File: src/rtl/drive_pulse_sequencer.sv
// drive_pulse_sequencer
// Multi-channel, trigger-driven pulse sequencer. Each channel owns an
// instruction queue, a small IDLE/LOAD/PLAY/WAIT engine and an NCO phase
// accumulator with a virtual-Z offset. It drives the envelope-memory read
// ports and the sin/cos LUT phase inputs of the drive datapath.
// Optional feature macro: DRIVE_SEQ_PHASE_RESET_EN. When defined, a trigger
// accepted in IDLE zeroes the channel's phase accumulator and Z offset so
// every shot starts from phase 0.
module drive_pulse_sequencer #(
    parameter int NUM_CH      = 4,
    parameter int QUEUE_DEPTH = 8,
    parameter int ENVE_AW     = 8,
    parameter int NCO_N       = 22,
    parameter int INST_W      = 2 + 2 * ENVE_AW + NCO_N
) (
    input  logic                        clk,
    input  logic                        rst,
    input  logic                        trigger,
    input  logic [NUM_CH-1:0]           inst_wr_en,
    input  logic [INST_W-1:0]           inst_wr_data,
    output logic [NUM_CH-1:0]           inst_wr_ready,
    input  logic [NUM_CH-1:0]           ftw_wr_en,
    input  logic [NCO_N-1:0]            ftw_in,
    output logic [NUM_CH-1:0]           env_valid,
    output logic [NUM_CH*ENVE_AW-1:0]   env_addr,
    output logic [NUM_CH*NCO_N-1:0]     phase_out,
    output logic [NUM_CH-1:0]           busy,
    output logic [NUM_CH-1:0]           done,
    output logic [NUM_CH-1:0]           err_ovf
);

    localparam int PTR_W     = $clog2(QUEUE_DEPTH);
    localparam int CNT_W     = PTR_W + 1;
    localparam int LEN_LSB   = NCO_N;
    localparam int START_LSB = NCO_N + ENVE_AW;
    localparam int OP_LSB    = NCO_N + 2 * ENVE_AW;

    typedef enum logic [1:0] {S_IDLE, S_LOAD, S_PLAY, S_WAIT} state_e;
    typedef enum logic [1:0] {OP_NOP, OP_PLAY, OP_VZ, OP_WAIT} op_e;

    for (genvar c = 0; c < NUM_CH; c++) begin : g_ch
        logic [INST_W-1:0]  mem_q [QUEUE_DEPTH];
        logic [PTR_W-1:0]   wr_ptr_q, rd_ptr_q;
        logic [CNT_W-1:0]   count_q;
        logic               full, empty, push, pop;
        state_e             state_q, state_d;
        logic [ENVE_AW-1:0] cnt_q, cnt_d, addr_q, addr_d;
        logic [NCO_N-1:0]   ftw_q, acc_q, acc_d, zoff_q, zoff_d, phase_q;
        logic               done_q, done_d, ovf_q;
        logic [INST_W-1:0]  head;
        op_e                head_op;
        logic [ENVE_AW-1:0] head_start, head_len;
        logic [NCO_N-1:0]   head_zph;

        assign full       = (count_q == CNT_W'(QUEUE_DEPTH));
        assign empty      = (count_q == '0);
        assign push       = inst_wr_en[c] && !full;
        assign head       = mem_q[rd_ptr_q];
        assign head_op    = op_e'(head[OP_LSB +: 2]);
        assign head_start = head[START_LSB +: ENVE_AW];
        assign head_len   = head[LEN_LSB +: ENVE_AW];
        assign head_zph   = head[NCO_N-1:0];

        // Instruction storage write port.
        // NOTE: storage arrays carry no reset; emptiness is tracked by the reset pointers and count alone.
        always_ff @(posedge clk) begin
            if (push) mem_q[wr_ptr_q] <= inst_wr_data;
        end

        // Queue pointers, occupancy count and sticky overflow flag.
        // NOTE: every clocked process uses non-blocking assignments so all registers update from pre-edge values.
        always_ff @(posedge clk or posedge rst) begin
            if (rst) begin
                wr_ptr_q <= '0;
                rd_ptr_q <= '0;
                count_q  <= '0;
                ovf_q    <= 1'b0;
            end else begin
                if (push) wr_ptr_q <= wr_ptr_q + PTR_W'(1);
                if (pop)  rd_ptr_q <= rd_ptr_q + PTR_W'(1);
                if (push && !pop)      count_q <= count_q + CNT_W'(1);
                else if (pop && !push) count_q <= count_q - CNT_W'(1);
                if (inst_wr_en[c] && full) ovf_q <= 1'b1;
            end
        end

        // Sequencer next state, pops, sweep address/length and NCO phase update.
        // NOTE: each target gets a default before the case so no path leaves it unassigned (no latches).
        always_comb begin
            state_d = state_q;
            cnt_d   = cnt_q;
            addr_d  = addr_q;
            pop     = 1'b0;
            done_d  = 1'b0;
            acc_d   = acc_q + ftw_q;
            zoff_d  = zoff_q;
`ifdef DRIVE_SEQ_PHASE_RESET_EN
            if (trigger && state_q == S_IDLE) begin
                acc_d  = '0;
                zoff_d = '0;
            end
`endif
            case (state_q)
                S_IDLE: if (trigger) state_d = S_LOAD;
                S_LOAD: begin
                    if (empty) begin
                        state_d = S_IDLE;
                        done_d  = 1'b1;
                    end else begin
                        pop = 1'b1;
                        case (head_op)
                            OP_PLAY: if (head_len != '0) begin
                                state_d = S_PLAY;
                                cnt_d   = head_len;
                                addr_d  = head_start;
                            end
                            OP_WAIT: if (head_len != '0) begin
                                state_d = S_WAIT;
                                cnt_d   = head_len;
                            end
                            OP_VZ:   zoff_d = zoff_q + head_zph;
                            default: ;
                        endcase
                    end
                end
                S_PLAY: begin
                    addr_d = addr_q + ENVE_AW'(1);
                    cnt_d  = cnt_q - ENVE_AW'(1);
                    if (cnt_q == ENVE_AW'(1)) state_d = S_LOAD;
                end
                S_WAIT: begin
                    cnt_d = cnt_q - ENVE_AW'(1);
                    if (cnt_q == ENVE_AW'(1)) state_d = S_LOAD;
                end
                default: state_d = S_IDLE;
            endcase
        end

        // Sequencer, NCO and registered output state.
        always_ff @(posedge clk or posedge rst) begin
            if (rst) begin
                state_q <= S_IDLE;
                cnt_q   <= '0;
                addr_q  <= '0;
                ftw_q   <= '0;
                acc_q   <= '0;
                zoff_q  <= '0;
                phase_q <= '0;
                done_q  <= 1'b0;
            end else begin
                state_q <= state_d;
                cnt_q   <= cnt_d;
                addr_q  <= addr_d;
                acc_q   <= acc_d;
                zoff_q  <= zoff_d;
                phase_q <= acc_d + zoff_d;
                done_q  <= done_d;
                if (ftw_wr_en[c]) ftw_q <= ftw_in;
            end
        end

        assign inst_wr_ready[c]              = !full;
        assign env_valid[c]                  = (state_q == S_PLAY);
        assign busy[c]                       = (state_q != S_IDLE);
        assign done[c]                       = done_q;
        assign err_ovf[c]                    = ovf_q;
        assign env_addr[c*ENVE_AW +: ENVE_AW] = addr_q;
        assign phase_out[c*NCO_N +: NCO_N]   = phase_q;
    end

endmodule
File: config.mk
export PLATFORM = sky130hd
export DESIGN_NAME = drive_pulse_sequencer
export DESIGN_NICKNAME = d
export VERILOG_FILES = /design/src/rtl/drive_pulse_sequencer.sv
export SDC_FILE = /design/constraint.sdc
export NUM_CORES = 2
export LEC_CHECK = 0
export ABC_AREA = 0
export ABC_CLOCK_PERIOD_IN_PS = 15350
export BUFFER_PORTS_ARGS = -buffer_cell sky130_fd_sc_hd__buf_4
export CAP_MARGIN = 30
export CORE_ASPECT_RATIO = 2
export CORE_MARGIN = 1
export CORE_UTILIZATION = 45
export CTS_BUF_LIST = sky130_fd_sc_hd__clkbuf_8 sky130_fd_sc_hd__clkbuf_16
export CTS_CLUSTER_DIAMETER = 200
export DETAILED_ROUTE_END_ITERATION = 8
export GPL_TIMING_DRIVEN = 0
export SLEW_MARGIN = 20
export SYNTH_ARGS = -nofsm -noshare
export SYNTH_HDL_FRONTEND = slang
export SYNTH_SLANG_ARGS = --single-unit
export TNS_END_PERCENT = 100
File: constraint.sdc
create_clock -name clk -period 15.35 [get_ports clk]
set_input_delay 0.7675 -clock clk [delete_from_list [all_inputs] [get_ports clk]]
set_output_delay 0.7675 -clock clk [all_outputs]
set_load 0.1 [all_outputs]
==> run_results.csv <==
group,metric,value,unit
finish,post_route_cells_drive_above_1_share,22.67,%
placed_design,globalplace.congestion,0.8583,
detailed_routing,drt_drc_violations_left,0,
global_route,grt.total_usage,21.73,%
worst_setup_path,worst-path-buf-inv,4,
worst_setup_path,timing.critical_path.slowest_stage_cell,"sky130_fd_sc_hd__clkbuf_1",
detailed_routing,postRouteWirelength,184.3,mm
detailed_routing,via_count,42688,
timing,final_max_slew_viol_count,0,
timing,period_share,58.00,%
pwr,switchingPower,7.906,mW
finish,fin_area,0.08801,mm^2
worst_setup_path,cp-start-kind,"flip-flop",
pwr,fin_total_pwr,19.87,mW
synthesis,yosys_most_used_dff,"sky130_fd_sc_hd__edfxtp_1",
pwr,combinationalPowerShare,46.7,%
placed_design,portBuffers,212,
worst_setup_path,critical_path.top_delay_family,"compound AO/OA/AOI/OAI gates",
synthesis,synthesis.yosys.warnings,0,
timing,fin_skew,57.50,ps
synthesis,syn-num-nets,5136,
pwr,power_density,225.8,mW/mm^2
pwr,power.share.sequential,32.9,%
pwr,p_int,11.97,mW
clocking,post_cts_buffers,0,
floorplanning,die_h,584.7,um
timing,tightestPinTransition,905.4,ps
placed_design,dpl_cell_area,0.08271,mm^2
detailed_routing,detailroute.wirelength.met2,102.3,mm
finish,finalCoreUtilization,52.25,%
clocking,clock_path_buffers,4,
clocking,clkTransAtPathRegs,60,ps
synthesis,cell_count_after_synthesis,4763,
synthesis,ys_seq_area_share,65.78,%
global_route,antenna_found_initial,7,
synthesis,yosys_register_bits,1752,
worst_setup_path,cp.arrival,9540,ps
timing,max_freq,112.3,MHz
floorplanning,fp.dieArea,0.1715,mm^2
global_route,grt_pass1_vias,45086,
timing,hold_violations,0,
detailed_routing,highest-signal-layer,"met5",
synthesis,syn-mean-instance-area,16.04,um^2
floorplanning,placementRows,213,
synthesis,synth.lib_cells_used.distinct,89,
floorplanning,top_ports,213,
synthesis,mappedNetlistArea,0.07639,mm^2
clocking,h-tree-depth,4,
timing,finalCriticalPeriod,8903,ps
worst_setup_path,worstPathMaxFanout,10,
clocking,insertion_delay,810,ps
worst_setup_path,regToRegSetupSlack,6450,ps
global_route,grt_start_max_net_pins,102,
worst_setup_path,critPathCaptureType,"flip-flop",
synthesis,edff_count_synth,1280,
detailed_routing,met3_length,6.158,mm
floorplanning,dieWidth,293.3,um
placed_design,numPlacedInstances,7371,
timing,timing.final.setup_violations,0,
synthesis,synth_async_sr_flop_share,26.94,%
detailed_routing,avgRoutedWirePerCell,24.03,um
global_route,grt_first_pass_wirelength,277.6,mm
hold_path,timing.hold.worst.class,"input pin to flip-flop",
detailed_routing,drt-initial-drc-count,2375,
finish,instances_no_fill,7671,
pwr,worst_ir_drop_vdd,153.5,uV
clocking,holdBufCountCts,1,
flow_run,max_cap_viol_count,0,
worst_setup_path,worst-endpoint-required,15980,ps
worst_setup_path,timing.critical_path.slowest_cell_delay,680,ps
finish,flow.area_growth_from_synthesis,15.21,%
detailed_routing,post_drt_via_cell_ratio,5.565,
pwr,power.switching_fraction,39.78,%
clocking,ctsRootBufferMaster,"sky130_fd_sc_hd__clkbuf_16",
worst_setup_path,criticalPathCategory,"flip-flop to flip-flop",
status,status,"completed",
clocking,cts-resized-gates,0,
floorplanning,placeableCoreArea,0.1684,mm^2
pwr,clock_share_of_power,20.4,%
clocking,clock_sink_count,1752,
timing,max_slew_margin,39.64,%
detailed_routing,ant_nets,0,
floorplanning,initial_standard_cell_utilization_of_the_core,45.36,%
global_route,grt-ovfl-total,0,
timing,worst_hold_slack,199.2,ps
clocking,cts_tree,"yes",
pwr,static_leak,32.50,nW
placed_design,dp_hpwl,134.4,mm
timing,setup_repair_after_global_routing_missed_its_margin,"no",
detailed_routing,drtPass1Iterations,5,
finish,design.final.nets,5658,
detailed_routing,drt-met1-wl,68.24,mm
clocking,cts_buffers,165,
flip-flops by register name, summed over array words and instances, names as in the netlist:
name and count:
g_ch.state_q 8, g_ch.cnt_q 32, g_ch.addr_q 32, g_ch.ovf_q 4, g_ch.ftw_q 88, g_ch.acc_q 88
g_ch.rd_ptr_q 12, g_ch.mem_q 1280, g_ch.count_q 16, g_ch.wr_ptr_q 12, g_ch.done_q 4, g_ch.zoff_q 88
g_ch.phase_q 88
through the flow:
step | setup TNS [ps] | worst slack, ps
after floorplan | 0 | 1417
final | 0 | 6447
after global routing | 0 | 5946
after global placement | -2459550 | -5424
after CTS | 0 | 6395
after detailed placement | 0 | 6469
layout make-up:
type	instances	area [um^2]
Clock buffer	183	4399
Antenna cell	5	12.51
Buffer	147	645.6
Inverter	104	397.9
Clock inverter	108	843.3
Multi-Input combinational cell	2760	25310
Sequential cell	1752	50250
Fill cell	13855	80420
Timing Repair Buffer	355	3326
Tap cell	2257	2824
power groups by stage:
| stage | combinational (mW) | sequential, mW | clock, mW |
|---|---|---|---|
| after CTS | 9.40 | 6.55 | 4.14 |
| final | 9.29 | 6.54 | 4.04 |
| after global routing | 10.1 | 6.63 | 4.29 |
| after floorplan | 5.76 | 7.65 | 0 |
| after global placement | 9.04 | 6.70 | 0 |
| after detailed placement | 9.35 | 6.64 | 0 |
path summary, 6_finish.rpt:
kind | from | end | cells past startpoint
min | inst_wr_en[0] | g_ch[0].ovf_q$_DFFE_PP0P_ | 2
min reg2reg | g_ch[2].ovf_q$_DFFE_PP0P_ | g_ch[2].ovf_q$_DFFE_PP0P_ | 1
max | g_ch[2].rd_ptr_q[1]$_DFFE_PP0P_ | g_ch[2].phase_q[21]$_DFF_PP0_ | 28
min in group asynchronous | rst | g_ch[3].phase_q[19]$_DFF_PP0_ | 3
max reg2reg | g_ch[2].rd_ptr_q[1]$_DFFE_PP0P_ | g_ch[2].phase_q[21]$_DFF_PP0_ | 28
max in group asynchronous | rst | g_ch[1].wr_ptr_q[2]$_DFFE_PP0P_ | 5
routing by layer:
layer / vias up / track usage, %
met5: - / 0
met3: 291 / 2.227
met2: 865 / 41.56
met1: 22025 / 24.30
met4: 4 / 8.936
li1: 19503 / -
cell usage in the layout, fill, tap and decap left out, drive strengths merged, types with 11 or more instances in the layout:
cell type,synthesis,final
a211oi,30,30
a21o,74,74
a21oi,231,231
a31oi,16,16
and2,13,13
and3,24,24
buf,66,420
bufinv,0,12
clkbuf,81,264
clkinv,2,56
dfrtp,472,472
edfxtp,1280,1280
fa,16,16
ha,284,284
inv,102,139
mux2,200,200
mux2i,58,58
mux4,320,320
nand2,272,272
nand2b,52,52
nand3,59,59
nor2,229,229
nor2b,39,39
nor3,62,62
nor4,22,22
o211ai,11,11
o21a,36,36
o21ai,221,221
o21bai,24,24
o22a,14,14
o22ai,11,11
o31ai,13,13
or3,16,16
xnor2,171,171
xor2,76,76
Yosys cell counts, drive strengths merged (16+ instances only):
| cell type | count | share of area (%) |
|---|---|---|
| edfxtp | 1280 | 50 |
| dfrtp | 472 | 15 |
| mux4 | 320 | 9.4 |
| ha | 284 | 4.7 |
| nand2 | 272 | 1.3 |
| a21oi | 231 | 1.5 |
| nor2 | 229 | 1.1 |
| o21ai | 221 | 1.5 |
| mux2 | 200 | 2.9 |
| xnor2 | 171 | 2.0 |
| inv | 102 | 0.50 |
| clkbuf | 81 | 0.40 |
| xor2 | 76 | 0.87 |
| a21o | 74 | 0.74 |
| buf | 66 | 0.45 |
| nor3 | 62 | 0.41 |
| nand3 | 59 | 0.39 |
| mux2i | 58 | 0.76 |
| nand2b | 52 | 0.43 |
| nor2b | 39 | 0.32 |
| o21a | 36 | 0.35 |
| a211oi | 30 | 0.29 |
| and3 | 24 | 0.20 |
| o21bai | 24 | 0.24 |
| nor4 | 22 | 0.21 |
| a31oi | 16 | 0.16 |
| fa | 16 | 0.42 |
| or3 | 16 | 0.13 |
cells by family (layout without fill, tap and decap cells):
| family | Yosys count | count (layout) | synth area share [%] |
|---|---|---|---|
| flip-flops | 1752 | 1752 | 65.78 |
| AND/OR/NAND/NOR | 837 | 837 | 5.123 |
| AO/OA/AOI/OAI | 794 | 794 | 6.581 |
| multiplexers | 578 | 578 | 13.14 |
| adder cells (fa/ha/maj) | 300 | 300 | 5.071 |
| XOR/XNOR | 251 | 251 | 2.951 |
| buffers and inverters | 251 | 897 | 1.356 |
| other | 0 | 5 | 0 |
Note: power is estimated with default switching activity, not from simulation.
